File: src/rtl/xor_checksum_accum.sv
// Streaming XOR checksum / parity engine: folds a packet of beats into one running XOR
// and presents the result with a saturating beat count on a valid/ready output port.
module xor_checksum_accum #(
  parameter int WIDTH = 8,
  parameter int MODE  = 0,
  parameter int CNT_W = 8
) (
  input  logic             clk,
  input  logic             rst_n,
  input  logic             inValid,
  output logic             inReady,
  input  logic [WIDTH-1:0] inData,
  input  logic             inLast,
  input  logic             inClear,
  output logic             outValid,
  input  logic             outReady,
  output logic [WIDTH-1:0] outSum,
  output logic [CNT_W-1:0] outCount
);

  typedef enum logic {ACCUM, HOLD} state_t;

  localparam logic [CNT_W-1:0] CNT_MAX = '1;

  state_t           state;
  logic [WIDTH-1:0] acc;
  logic [CNT_W-1:0] count;
  logic [WIDTH-1:0] nextAcc;
  logic [CNT_W-1:0] nextCount;
  logic [WIDTH-1:0] foldSum;
  logic             accept;

  // A clear wins over the beat presented in the same cycle, so the beat is refused.
  assign inReady = (state == ACCUM) && !inClear;
  assign accept  = inValid && inReady;

  // NOTE: every always_comb output gets a default first so no path leaves it unassigned (no latch).
  always_comb begin
    nextAcc   = acc ^ inData;
    nextCount = (count == CNT_MAX) ? count : count + CNT_W'(1);
    foldSum   = '0;
    if (MODE == 1) foldSum[0] = ^nextAcc;
    else           foldSum    = nextAcc;
  end

  // NOTE: sequential state uses non-blocking assignments only, so every register sees pre-edge values.
  always_ff @(posedge clk or negedge rst_n) begin
    if (!rst_n) begin
      state    <= ACCUM;
      acc      <= '0;
      count    <= '0;
      outValid <= 1'b0;
      outSum   <= '0;
      outCount <= '0;
    end else begin
      case (state)
        ACCUM: begin
          if (inClear) begin
            acc   <= '0;
            count <= '0;
          end else if (accept) begin
            if (inLast) begin
              outSum   <= foldSum;
              outCount <= nextCount;
              outValid <= 1'b1;
              acc      <= '0;
              count    <= '0;
              state    <= HOLD;
            end else begin
              acc   <= nextAcc;
              count <= nextCount;
            end
          end
        end
        HOLD: begin
          // Result stays frozen until the consumer takes it; new input waits a cycle.
          if (outReady) begin
            outValid <= 1'b0;
            state    <= ACCUM;
          end
        end
        default: state <= ACCUM;
      endcase
    end
  end

endmodule
File: config.mk
export PLATFORM = sky130hd
export DESIGN_NAME = xor_checksum_accum
export DESIGN_NICKNAME = d
export VERILOG_FILES = /design/src/rtl/xor_checksum_accum.sv
export SDC_FILE = /design/constraint.sdc
export NUM_CORES = 1
export LEC_CHECK = 0
export BUFFER_PORTS_ARGS = -buffer_cell sky130_fd_sc_hd__buf_2
export CORE_MARGIN = 8
export CORE_UTILIZATION = 50
export DETAILED_ROUTE_END_ITERATION = 8
export GPL_TIMING_DRIVEN = 0
export PLACE_DENSITY = 0.73
export SLEW_MARGIN = 20
export SYNTH_ARGS = -nofsm -noshare
export SYNTH_HDL_FRONTEND = slang
export SYNTH_SLANG_ARGS = --single-unit
File: constraint.sdc
create_clock -name clk -period 2 [get_ports clk]
set_clock_uncertainty 0.15 [all_clocks]
set_input_delay 0.1 -clock clk [delete_from_list [all_inputs] [get_ports clk]]
set_output_delay 0.1 -clock clk [all_outputs]
set_load 0.05 [all_outputs]
==> results of run 1 <==
-- cells by family after synthesis --
kind of cell	count (synthesis)	share of synthesized area (%)
AO/OA/AOI/OAI	55	21.9
XOR/XNOR	13	6.77
adder cells (fa/ha/maj)	1	0.743
buffers and inverters	8	2.60
flip-flops	34	50.6
multiplexers	1	0.669
AND/OR/NAND/NOR	59	16.7
-- timing repair --
| action | CTS | global route |
|---|---|---|
| endpoints found under the setup margin | 0 | 2 |
| endpoints found under the hold margin | 52 | 0 |
| buffers inserted | 0 | 2 |
| hold buffers | 12 | 0 |
| resized for setup | 0 | 1 |
-- synthesized netlist by cell type (3+ instances only) --
cell,count,share of area [%]
o21ai_0,16,4.8
nand2_1,34,7.6
and3_1,4,1.5
o21ai_2,17,8.8
xnor2_1,11,5.7
a22o_1,3,1.6
nor2_1,11,2.5
dfrtp_1,34,51
a21oi_1,11,3.3
-- worst paths after layout --
check | startpoint | end | cells after the start
min in group asynchronous | rst_n | outCount[7]$_DFFE_PN0P_ | 2
setup / recovery | state$_DFF_PN0_ | acc[1]$_DFFE_PN0P_ | 4
max in group asynchronous | rst_n | acc[2]$_DFFE_PN0P_ | 2
hold / removal | inClear | count[2]$_DFFE_PN0P_ | 4
setup reg to reg | state$_DFF_PN0_ | acc[1]$_DFFE_PN0P_ | 4
hold reg to reg | outCount[0]$_DFFE_PN0P_ | outCount[0]$_DFFE_PN0P_ | 2
-- final cells by class --
class	count	area [um2]
Buffer	6	36.3
Clock buffer	5	37.5
Clock inverter	2	10.0
Fill cell	282	1200
Inverter	2	7.51
Multi-Input combinational cell	129	793
Sequential cell	34	851
Tap cell	46	57.6
Timing Repair Buffer	45	290
-- routing by layer --
layer	up-vias	track usage (%)
li1	697	-
met4	0	7.10
met3	7	3.64
met5	-	0
met2	41	27.8
met1	679	17.7
-- worst max-delay path: stages (launching register included) --
cell,delay (ps)
dfrtp_1,480
nor4b_4,390
nand2_1,80
dlygate4sd3_1,570
o21ai_2,110
-- state kept, by name, indices dropped and copies added, names as in the netlist --
signal and cells:
acc 8, count 8, outCount 8, outSum 8
outValid 1, state 1
-- per-stage QoR --
step	hold WS (ps)	instance area (um2)	setup slack (ps)	cells
after global placement	45.9	1900	201	248
after floorplan	-346	1690	182	171
final	40.2	2080	166	269
after global routing	58.7	2080	74.9	269
after detailed placement	57.9	1900	132	248
after CTS	0.738	2070	62.1	267
-- power by group through the flow --
stage	sequential [mW]	clock (mW)	combinational, mW
detailed placement	0.827	0	0.511
global placement	0.820	0	0.501
CTS	0.813	0.358	0.529
floorplan	1.05	0	0.139
finish	0.812	0.345	0.527
global route	0.825	0.390	0.565
==> summary.md, run 1 <==
| Metric | Value |
|---|---|
| Mapped cell area | `approximately 0.0017 mm2` |
| Psw | `about 0.65 mW` |
| Pint | `between 1 and 1.5 mW` |
| Asr flop ratio synth | `between 90% and 100%` |
| Met3 wire length | `196 um` |
| Crit Path Category | `flip-flop to flip-flop` |
| N_diodes | `0` |
| Routed wl met2 | `~2.1 mm` |
| Ports | `32` |
| Ys flop type | `dfrtp_1` |
| Path type of the worst min-delay path | `primary input to flip-flop` |
| Arrival time at the worst endpoint | `between 1500 and 2000 ps` |
| Logic pwr share | `31.3%` |
| Slew at the pin with the worst max-slew slack | `747 ps` |
| Hold Fails Final Rpt | `0` |
| CTS tree | `yes` |
| CTS sink count | `34` |
| Num CTS Buffers | `5` |
| Critical path startpoint category | `flip-flop` |
| Largest net degree at the start of global routing | `35` |
| Insertion delay to the later sink of the worst-skew pair | `between 300 and 400 ps` |
| Drt via density | `between 5 and 6` |
| Fmax | `~550 MHz` |
| Antenna violations before repair | `0` |
| Clock power share | `between 20% and 30%` |
| Switching share of power | `between 30% and 40%` |
| Seq cells post-synth | `34` |
| Root Buffer | `clkbuf_4` |
| Drt initial violations | `about 100` |
| Die area | `around 0.0055 mm2` |
| Max-capacitance violation count | `0` |
| First-pass GRT wire length | `about 6.6 mm` |
| Setup total negative slack | `0 ps` |
| Crit-path max FO | `6` |
| CTS H-tree lvls | `2` |
| Drt wl/cell | `14.5 um` |
| Clock tree buffer depth | `2` |
| Placer Congestion | `approximately 0.9` |
| Mean Syn Cell Area | `~9.8 um2` |
| Max Slew Vio Count | `0` |
| Syn. warnings | `0` |
| Worst reg2reg setup slack | `roughly 170 ps` |
| RSZ-0062 raised after global routing | `false` |
| Share of cells above drive strength 1 | `roughly 31%` |
| Total track usage | `between 10% and 20%` |
| Commonest non-fill, non-tap cells in the layout | `34 x nand2_1, 34 x dfrtp_1, 33 x buf_2, 17 x o21ai_2, 16 x o21ai_0` |
| Hpwl dp | `around 2.7 mm` |
| Register area share after synthesis | `just over 50%` |
| Final period utilization | `approximately 92%` |
| Yosys cell types | `30` |
| Routed via count | `about 1400` |
| WL met1 | `1.58 mm` |
| Initial DRT Pass Iterations | `4` |
| Core area | `~0.0033 mm2` |
| Die span in y | `between 70 and 80 um` |
| PortBufs | `31` |
| Initial core utilization | `just over 50%` |
| Total congestion overflow | `0` |
| Vias in the first global route | `about 1500` |
| Overall power | `between 1.5 and 2 mW` |
| Max layer used | `met4` |
| Status | `completed` |
| Syn Nets | `186` |
| Peak VDD IR | `between 0.3 and 0.4 mV` |
| FP Rows | `21` |
| Post-layout util | `between 60% and 70%` |
| Layout overhead on the synthesized area | `23.8%` |
| Worst path required time | `around 2100 ps` |
| Lkg Pwr | `between 0.9 and 1 nW` |
| Number of flops mapped to enable cells by yosys | `0` |
| Antenna-violating nets left | `0` |
| Die W | `approximately 74 um` |
| Relative slew slack | `between 50 and 60%` |
| Pwr dens | `808 mW/mm2` |
| Number of remaining DRC errors | `0` |
| Final Critical Period | `roughly 1800 ps` |
| Final setup violation count | `0` |
| Crit end category | `flip-flop` |
| Drt total wl | `between 3 and 4 mm` |
| Sequential power share | `48.2%` |
| # nets final | `approximately 240` |
| Post-synthesis cell count | `approximately 170` |
| CTS clk-pin slew, worst paths | `roughly 100 ps` |
Note: power is estimated with default switching activity, not from simulation.
==> run 2: changes to the inputs <==
--- a/config.mk
+++ b/config.mk
@@ -6,11 +6,13 @@
 export NUM_CORES = 1
 export LEC_CHECK = 0
 export BUFFER_PORTS_ARGS = -buffer_cell sky130_fd_sc_hd__buf_2
+export CAP_MARGIN = 30
 export CORE_MARGIN = 8
 export CORE_UTILIZATION = 50
 export DETAILED_ROUTE_END_ITERATION = 8
 export GPL_TIMING_DRIVEN = 0
 export PLACE_DENSITY = 0.73
+export REMOVE_ABC_BUFFERS = 1
 export SLEW_MARGIN = 20
 export SYNTH_ARGS = -nofsm -noshare
 export SYNTH_HDL_FRONTEND = slang
==> summary.md, run 2 (synthesis results as in run 1) <==
| Metric | Value |
|---|---|
| Status | `completed` |
| Peak VDD IR | `0.356 mV (+6.9%)` |
| Hpwl dp | `2.48 mm (-8.7%)` |
| Initial core utilization | `51.2% (unchanged)` |
| CTS clk-pin slew, worst paths | `100 ps (about the same)` |
| Cells on worst reg2reg path | `5 (+1)` |
| Final Critical Period | `1810 ps (-26.2 ps)` |
| PortBufs | `31 (unchanged)` |
| Die area | `0.00548 mm2 (unchanged)` |
| Buf/Inv on CP | `0 (-1)` |
| Drt initial violations | `55 (-46%)` |
| Final worst slack | `192 ps (+26.2 ps)` |
| Crit end category | `flip-flop` |
| Fillers | `300 (+6.4%)` |
| Antenna violations before repair | `0 (unchanged)` |
| Crit-path max FO | `5 (-1)` |
| RSZ-0062 raised after global routing | `false` |
| Root Buffer | `clkbuf_4` |
| Ports | `32 (unchanged)` |
| Arrival time at the worst endpoint | `1930 ps (-30 ps)` |
| Crit Path Category | `flip-flop to flip-flop` |
| Slowest CP cell | `dfrtp_1` |
| Vias in the first global route | `1400 (-3.4%)` |
| Max-capacitance violation count | `0 (unchanged)` |
| CTS tree | `yes` |
| Die W | `74.0 um (unchanged)` |
| Critical path startpoint category | `flip-flop` |
| Max Slew Vio Count | `0 (unchanged)` |
| Final setup violation count | `0 (unchanged)` |
| Initial DRT Pass Iterations | `4 (unchanged)` |
| Clock tree buffer depth | `2 (unchanged)` |
| Total congestion overflow | `0 (unchanged)` |
| CTS H-tree lvls | `2 (unchanged)` |
| Overall power | `1.72 mW (+1.9%)` |
| FP Rows | `21 (unchanged)` |
| Drt total wl | `3.63 mm (-6.7%)` |
| Insertion delay to the later sink of the worst-skew pair | `330 ps (about the same)` |
| Worst slack, placed | `-93.9 ps (-226 ps)` |
| Total track usage | `15.1% (-0.71 points)` |
| Hold Fails Final Rpt | `0 (unchanged)` |
| WHS | `119 ps (+78.9 ps)` |
| Layout overhead on the synthesized area | `21.3%` |
| Number of remaining DRC errors | `0 (unchanged)` |
| Post-layout util | `62.2% (-1.3 points)` |
| Final period utilization | `90.4% (-1.3 points)` |
| Fmax | `553 MHz (+1.4%)` |
| Largest net degree at the start of global routing | `35 (unchanged)` |
| Antenna-violating nets left | `0 (unchanged)` |
| Num CTS Buffers | `5 (unchanged)` |
| Routed via count | `1396 (-2.0%)` |
| Slew at the pin with the worst max-slew slack | `745 ps (-2.22 ps)` |
| Crit path depth | `5 (+1)` |
| Core area | `0.00328 mm2 (unchanged)` |
| Design area | `0.00204 mm2 (-2.0%)` |
| Worst path required time | `2120 ps (about the same)` |
| Final cell count without fillers | `262 (-2.6%)` |
| Relative slew slack | `50.3% (+0.15 points)` |
| Placed Cells | `242 (-2.4%)` |
| Placer Congestion | `0.850 (-6.6%)` |
| Max stage delay on crit path | `440 ps (-130 ps)` |
| Path type of the worst min-delay path | `primary input to flip-flop` |
| Pwr dens | `840 mW/mm2 (+4.0%)` |
| Drt via density | `5.33 (+0.65%)` |
| Lkg Pwr | `0.931 nW (-2.2%)` |
| Share of cells above drive strength 1 | `30.1% (-0.85 points)` |
| Cells on Worst Hold Path | `5 (+1)` |
| Die span in y | `74.0 um (unchanged)` |
| # nets final | `230 (-3.4%)` |
| Crit path max-delay family | `simple AND/OR/NAND/NOR gates` |
| Drt wl/cell | `13.9 um (-4.2%)` |
| First-pass GRT wire length | `6.37 mm (-3.8%)` |
| Commonest non-fill, non-tap cells in the layout | `34 x nand2_1, 34 x dfrtp_1, 31 x buf_2, 17 x o21ai_2, 16 x o21ai_0` |
| CTS sink count | `34 (unchanged)` |
| Critical Path, Cell by Cell | `ha_1 > nand3_1 > or2_2 > o21ai_1 > mux2_2` |
| Placed Area | `0.00186 mm2 (-2.0%)` |
| N_diodes | `0 (unchanged)` |
| Setup total negative slack | `0 ps (unchanged)` |
## run 2: cell count changes in the layout (fill, tap and decap cells not counted)
cell,previous run,this run
buf_2,33,31
buf_4,3,2
buf_6,1,0
clkbuf_1,2,1
clkbuf_8,0,1
clkinv_2,2,1
dlygate4sd3_1,12,10
nand3_1,2,1
nand3_2,0,1
nor2_1,9,10
nor2_2,2,1
## run 2: final timing paths
| check | start | endpoint | slack (ps) |
|---|---|---|---|
| worst max-delay path | count[0]$_DFFE_PN0P_ | count[0]$_DFFE_PN0P_ | 190 |
| worst min-delay path | inClear | acc[1]$_DFFE_PN0P_ | 120 |
| worst max register to register | count[0]$_DFFE_PN0P_ | count[0]$_DFFE_PN0P_ | 190 |
| worst min register to register | outSum[5]$_DFFE_PN0P_ | outSum[5]$_DFFE_PN0P_ | 330 |
| max in group asynchronous | rst_n | count[3]$_DFFE_PN0P_ | 1020 |
| min in group asynchronous | rst_n | outCount[4]$_DFFE_PN0P_ | 200 |
## run 2: area by class of cell
cell class	count	area, um2	area share (%)
Sequential cell	34	851	41.7
Multi-Input combinational cell	129	796	39.0
Timing Repair Buffer	43	270	13.2
Tap cell	46	57.6	2.82
Clock buffer	7	55.1	2.70
Inverter	2	7.51	0.368
Clock inverter	1	5.00	0.245
## run 2: repair_timing
action	in CTS	in global routing
resized for setup	1	1
hold buffers	10	0
setup buffers	0	2
endpoints found under the setup margin	6	3
pin swaps	0	1
endpoints found under the hold margin	52	0
## run 2: power by group
part,switching (mW),leakage [nW],total [mW],internal [mW]
clock,0.220,0.0353,0.390,0.170
sequential,0.0483,0.446,0.812,0.764
combinational,0.376,0.449,0.514,0.138
total,0.644,0.931,1.72,1.07
## run 2: routing by layer
metal	part of all wire (%)	GRT usage [%]	wire [um]	vias to the layer above
met1	41	17.2	1480	675
met3	5.0	3.50	182	8
met4	2.2	7.54	81	0
met2	52	26.0	1880	31
li1	-	-	-	682
met5	0	0	0	-
## run 2: worst register-to-register path, delay by kind of cell (launching register included)
family,cells,cell delay [ps]
adders and majority gates,1,270
and+or+nand+nor,2,530
muxes,1,170
DFF,1,440
AOI/OAI and AO/OA,1,190
